**config.mk**
```make
export PLATFORM = sky130hd
export DESIGN_NAME = param_fifo
export DESIGN_NICKNAME = d
export VERILOG_FILES = /design/src/rtl/fifo_pkg.sv /design/src/rtl/fifo_ram.sv /design/src/rtl/param_fifo.sv
export SDC_FILE = /design/constraint.sdc
export NUM_CORES = 1
export LEC_CHECK = 0
export ABC_AREA = 0
export CAP_MARGIN = 10
export CORE_MARGIN = 2
export CORE_UTILIZATION = 45
export CTS_CLUSTER_DIAMETER = 50
export DETAILED_ROUTE_END_ITERATION = 16
export SYNTH_ARGS = -nofsm -noshare
export SYNTH_HDL_FRONTEND = slang
export SYNTH_SLANG_ARGS = --single-unit
export TNS_END_PERCENT = 5
```
**constraint.sdc**
```tcl
create_clock -name clock -period 7.3 [get_ports clock]
set_clock_uncertainty 0.1 [all_clocks]
set_input_delay 1.46 -clock clock [delete_from_list [all_inputs] [get_ports clock]]
set_output_delay 1.46 -clock clock [all_outputs]
set_load 0.02 [all_outputs]
```
**src/rtl/fifo_pkg.sv**
```systemverilog
// Shared constants and width helpers for the parametrised FIFO family.
// Pointer and occupancy widths are derived here so top and RAM always agree.
package fifo_pkg;

    localparam int FIFO_MODE_STD  = 0;
    localparam int FIFO_MODE_FWFT = 1;

    // Address width for a DEPTH-entry array; never narrower than one bit.
    function automatic int ptr_width(input int depth);
        return (depth > 1) ? $clog2(depth) : 1;
    endfunction

    // Occupancy needs to represent 0..DEPTH inclusive.
    function automatic int cnt_width(input int depth);
        return $clog2(depth + 1);
    endfunction

endpackage

```
**src/rtl/fifo_ram.sv**
```systemverilog
// DEPTH x WIDTH storage: one write port, one registered read port.
// A read and write to the same address in one cycle returns the old word.
module fifo_ram
    import fifo_pkg::*;
#(
    parameter int WIDTH = 16,
    parameter int DEPTH = 8,
    parameter int AW    = ptr_width(DEPTH)
) (
    input  logic             clock,
    input  logic             reset,
    input  logic             clear,
    input  logic             we,
    input  logic [AW-1:0]    waddr,
    input  logic [WIDTH-1:0] wdata,
    input  logic             re,
    input  logic [AW-1:0]    raddr,
    output logic [WIDTH-1:0] rdata
);

    logic [WIDTH-1:0] mem [DEPTH];

    // NOTE: the array has no reset so it maps onto RAM macros; pointers and
    // count already make stale contents unreachable after reset or clear.
    always_ff @(posedge clock) begin
        if (we) mem[waddr] <= wdata;
    end

    // NOTE: non-blocking assignments give read-before-write on a shared address.
    always_ff @(posedge clock or negedge reset) begin
        if (!reset)      rdata <= '0;
        else if (clear)  rdata <= '0;
        else if (re)     rdata <= mem[raddr];
    end

endmodule

```
**src/rtl/param_fifo.sv**
```systemverilog
// Parametrised single-clock FIFO with occupancy, thresholds, sticky error
// flags and optional first-word-fall-through output staging.
module param_fifo
    import fifo_pkg::*;
#(
    parameter int WIDTH    = 16,
    parameter int DEPTH    = 8,
    parameter int AF_LEVEL = 6,
    parameter int AE_LEVEL = 1,
    parameter int FWFT     = FIFO_MODE_STD
) (
    input  logic                         clock,
    input  logic                         reset,
    input  logic                         clear,
    input  logic                         write,
    input  logic                         read,
    input  logic [WIDTH-1:0]             data_in,
    output logic [WIDTH-1:0]             data_out,
    output logic                         full,
    output logic                         empty,
    output logic                         almost_full,
    output logic                         almost_empty,
    output logic [cnt_width(DEPTH)-1:0]  count,
    output logic                         overflow,
    output logic                         underflow
);

    localparam int AW = ptr_width(DEPTH);
    localparam int CW = cnt_width(DEPTH);

    logic [AW-1:0]    wr_ptr, rd_ptr;
    logic [CW-1:0]    ram_cnt;
    logic [WIDTH-1:0] ram_rdata, byp_data;
    logic             byp_sel;
    logic             rd_ok, wr_ok, stage_free;
    logic             ram_we, ram_re, byp_load;

    function automatic logic [AW-1:0] ptr_inc(input logic [AW-1:0] p);
        return (p == AW'(DEPTH - 1)) ? '0 : p + AW'(1);
    endfunction

    // NOTE: every output of this block gets a default first so no latch is inferred.
    always_comb begin
        empty        = (count == '0);
        full         = (count == CW'(DEPTH));
        almost_full  = (count >= CW'(AF_LEVEL));
        almost_empty = (count <= CW'(AE_LEVEL));
        rd_ok        = read && !empty;
        wr_ok        = write && (!full || rd_ok);
        ram_cnt      = empty ? '0 : count - CW'(1);
        stage_free   = empty || rd_ok;
        ram_we       = wr_ok;
        ram_re       = rd_ok;
        byp_load     = 1'b0;
        // In FWFT the head word lives in the output stage, so the RAM holds
        // count-1 words; a write into an empty stage skips the RAM entirely.
        if (FWFT == FIFO_MODE_FWFT) begin
            ram_re   = stage_free && (ram_cnt != '0);
            byp_load = stage_free && (ram_cnt == '0) && wr_ok;
            ram_we   = wr_ok && !byp_load;
        end
    end

    always_ff @(posedge clock or negedge reset) begin
        if (!reset) begin
            wr_ptr    <= '0;
            rd_ptr    <= '0;
            count     <= '0;
            overflow  <= 1'b0;
            underflow <= 1'b0;
            byp_sel   <= 1'b0;
            byp_data  <= '0;
        end else if (clear) begin
            wr_ptr    <= '0;
            rd_ptr    <= '0;
            count     <= '0;
            overflow  <= 1'b0;
            underflow <= 1'b0;
            byp_sel   <= 1'b0;
            byp_data  <= '0;
        end else begin
            if (ram_we) wr_ptr <= ptr_inc(wr_ptr);
            if (ram_re) rd_ptr <= ptr_inc(rd_ptr);
            if (wr_ok && !rd_ok)      count <= count + CW'(1);
            else if (rd_ok && !wr_ok) count <= count - CW'(1);
            if (write && !wr_ok) overflow  <= 1'b1;
            if (read && empty)   underflow <= 1'b1;
            if (ram_re) begin
                byp_sel <= 1'b0;
            end else if (byp_load) begin
                byp_sel  <= 1'b1;
                byp_data <= data_in;
            end
        end
    end

    assign data_out = byp_sel ? byp_data : ram_rdata;

    fifo_ram #(
        .WIDTH (WIDTH),
        .DEPTH (DEPTH),
        .AW    (AW)
    ) u_ram (
        .clock (clock),
        .reset (reset),
        .clear (clear),
        .we    (ram_we),
        .waddr (wr_ptr),
        .wdata (data_in),
        .re    (ram_re),
        .raddr (rd_ptr),
        .rdata (ram_rdata)
    );

endmodule

```
==> run_results.csv <==
group,metric,value,unit
power_and_ir_drop,clkPwrFrac,31.2,%
yosys,ys_types,45,
power_and_ir_drop,power_per_cell_area,333,nW/um2
grt,grt_pass1_wl,19100,um
critical_path,cp.required,5.74,ns
power_and_ir_drop,intPower,0.00180,W
critical_path,path_class,"flip-flop to primary output",
timing,max_slew_margin,39.3,%
critical_path,cpMaxStageDelayCell,"clkdlybuf4s50_1",
floorplanning,die_w,122,um
power_and_ir_drop,switchingPower,0.000701,W
yosys,syn_nets,375,
grt,grt_max_degree,35,
grt,grt_use_total,18.2,%
floorplanning,dieArea,15000,um2
cts,ctsHoldBuffers,0,
floorplanning,rows,43,
critical_path,cpPeakStageDelay,0.60,ns
final_layout,area_delta_synth_final,19.3,%
grt,grt_pass1_vias,3373,
flow_run,maxCapViolCount,0,
critical_path,worstPathArrival,2.40,ns
placement,dp.cells,564,
cts,cts_made_buffers,17,
route,num_vias,3254,
yosys,ys_warn_count,0,
route,wirelength,12200,um
timing,finalCriticalPeriod,3.96,ns
timing,setup_viol,0,
route,ant_nets,0,
timing,slew_viol_final,0,
critical_path,cp_cell_sequence,"inv_1 -> ha_1 -> or3b_4 -> inv_1 -> clkdlybuf4s50_1",
placement,gp_congestion,0.770,
critical_path,timing.critical_path.mode_cell,"inv_1",
critical_path,cp-start-kind,"flip-flop",
cts,root_buffer,"clkbuf_16",
yosys,syn_area_per_cell,18.3,um2
power_and_ir_drop,leakagePower,2.62,nW
final_layout,diodes,0,
final_layout,drive_above_1_share,21.4,%
route,via_per_inst,5.46,
floorplanning,die_y,122,um
yosys,postSynth.asyncResetShare,17.9,%
critical_path,r2r_cells,6,
cts,clkSlewWorstSetupHoldPaths,0.06,ns
power_and_ir_drop,ir_worst_vdd,0.197,mV
yosys,synth_edf_count,128,
critical_path,path_buf_inv,3,
timing,finalSetupTns,0,ns
timing,period_share,54.2,%
floorplanning,initial_utilization,45.7,%
power_and_ir_drop,p_comb_share,24.8,%
floorplanning,core_area,13800,um2
route,drc,0,
critical_path,crit_fanout,7,
placement,dp_hpwl,7200,um
yosys,synthCells,345,
worst_hold_path,hp-class,"flip-flop to flip-flop",
final_layout,stdcell_count,596,
timing,max_clock_freq,253,MHz
power_and_ir_drop,p_seq_share,44.0,%
timing,tightest_slew,0.911,ns
route,dr.first_iter.drc_count,300,
cts,cts_resized,0,
cts,clk_latency,0.42,ns
final_layout,final_util,54.5,%
timing,finalHoldViolCount,0,
worst_hold_path,hold_depth,2,
cts,cts_setup_buffers,0,
power_and_ir_drop,swShare,28.0,%
final_layout,fin_nets,433,
cts,ctsLongestPathBuffers,2,
yosys,ys_seq_area_share,72.2,%
yosys,ys_ff_latch,156,
timing,rsz0062_at_grt,"false",
critical_path,path_delay_family,"buffers and inverters",
grt,gr-total-overflow,0,
route,dr.pass1.iters,4,
floorplanning,num_io_pins,47,
cts,numClockSinks,156,
yosys,netlist_area,6300,um2
critical_path,cp.depth,5,
cts,htree_levels,4,
route,routedWlPerCell,20.5,um
placement,io_buffers,46,
grt,antenna_found_initial,0,
cts,cts_tree,"done",
yosys,ys.flop_type,"edfxtp_1",
outcome,outcome,"finished, final reports clean",
critical_path,end_kind,"primary output",
-- power by group through the flow --
stage / Clock [W] / Combinational (W) / Sequential [W]
global placement: 0 / 0.000625 / 0.00112
finish: 0.000781 / 0.000622 / 0.00110
CTS: 0.000798 / 0.000632 / 0.00110
floorplan: 0 / 0.000399 / 0.00113
global route: 0.000835 / 0.000675 / 0.00111
detailed placement: 0 / 0.000630 / 0.00112
-- kinds of logic (layout without fill, tap and decap cells) --
group | count (synthesis) | in the layout | synth area share [%]
AO/OA/AOI/OAI | 34 | 34 | 4.87
XOR/XNOR | 2 | 2 | 0.278
adder cells (fa/ha/maj) | 9 | 9 | 1.79
buffers and inverters | 24 | 95 | 2.11
flip-flops | 156 | 156 | 72.2
multiplexers | 37 | 37 | 12.3
AND/OR/NAND/NOR | 83 | 83 | 6.54
-- cell type report --
cell class | instances | area, um2
fill | 1113 | 6260
inverter | 6 | 22.5
tap | 180 | 225
sequential | 156 | 4550
multi-input combinational | 165 | 1660
timing repair buffer | 57 | 543
clock inverter | 10 | 75.1
clock buffer | 22 | 444
-- per-stage QoR --
step | power (W) | setup WS [ns] | cell area, um2 | hold WS [ns]
floorplan | 0.00153 | 3.31 | 6300 | 0.446
global placement | 0.00174 | 3.42 | 6990 | 0.353
detailed placement | 0.00175 | 3.40 | 6990 | 0.356
CTS | 0.00253 | 3.30 | 7510 | 0.369
global route | 0.00262 | 3.19 | 7510 | 0.379
finish | 0.00250 | 3.34 | 7510 | 0.362
-- worst paths after layout --
| path | startpoint | to | slack (ns) |
|---|---|---|---|
| max in group asynchronous | reset | rd_ptr[0] | 5.42 |
| min reg2reg | u_ram.rdata[2] | u_ram.rdata[2] | 0.36 |
| max | count[0] | empty | 3.34 |
| min | u_ram.rdata[2] | u_ram.rdata[2] | 0.36 |
| min in group asynchronous | reset | underflow | 1.34 |
| max reg2reg | count[0] | u_ram.mem[0][15] | 4.64 |
-- Yosys cell counts, types with 3 or more instances --
cell	count	share of area [%]
a22oi_2	10	2.0
nand2b_1	4	0.40
nor3b_1	3	0.36
mux4_2	32	11
edfxtp_1	128	61
nand3_1	4	0.32
a22oi_1	6	0.72
nor2b_1	3	0.30
inv_1	6	0.36
a21oi_1	4	0.32
nor2_1	12	0.72
clkbuf_1	7	0.42
nand2_1	36	2.1
nor3_1	7	0.56
nand4_1	3	0.30
mux2i_1	4	0.64
ha_1	9	1.8
dfrtp_1	28	11
buf_2	6	0.48
-- registers in the layout, summed over array words and instances (netlist names) --
name,cells
overflow,1
rd_ptr,3
underflow,1
u_ram.mem,128
u_ram.rdata,16
count,4
wr_ptr,3
-- worst reg2reg max path, cell delays in order, from the launching register on --
cell and delay (ns):
dfrtp_1 0.46, inv_1 0.13, ha_1 0.26, nand3b_1 0.22, o21ai_2 0.19, nor4_2 0.66, buf_4 0.34
-- cells in the final DEF (no fill, tap or decap), drive strengths merged, types with 2 or more instances in the layout --
cell type and n:
and2 2, nand3 4, a21oi 5, clkbuf 22, nor2 12, o211ai 2
nor3 7, nand2b 4, edfxtp 128, nand2 36, buf 11, ha 9
clkdlybuf4s50 46, clkinv 8, nand4 3, o21ai 3, nor2b 3, or3 2
nor3b 3, a22oi 16, a22o 2, xnor2 2, mux2i 4, dfrtp 28
mux4 32, inv 6
-- routing by layer --
metal,global-route usage (%),share of wire [%]
met1,23.2,42
met2,29.9,52
met3,5.44,4.7
met4,6.32,1.3
met5,0,0
No activity file was read; power rests on OpenSTA's default activity.
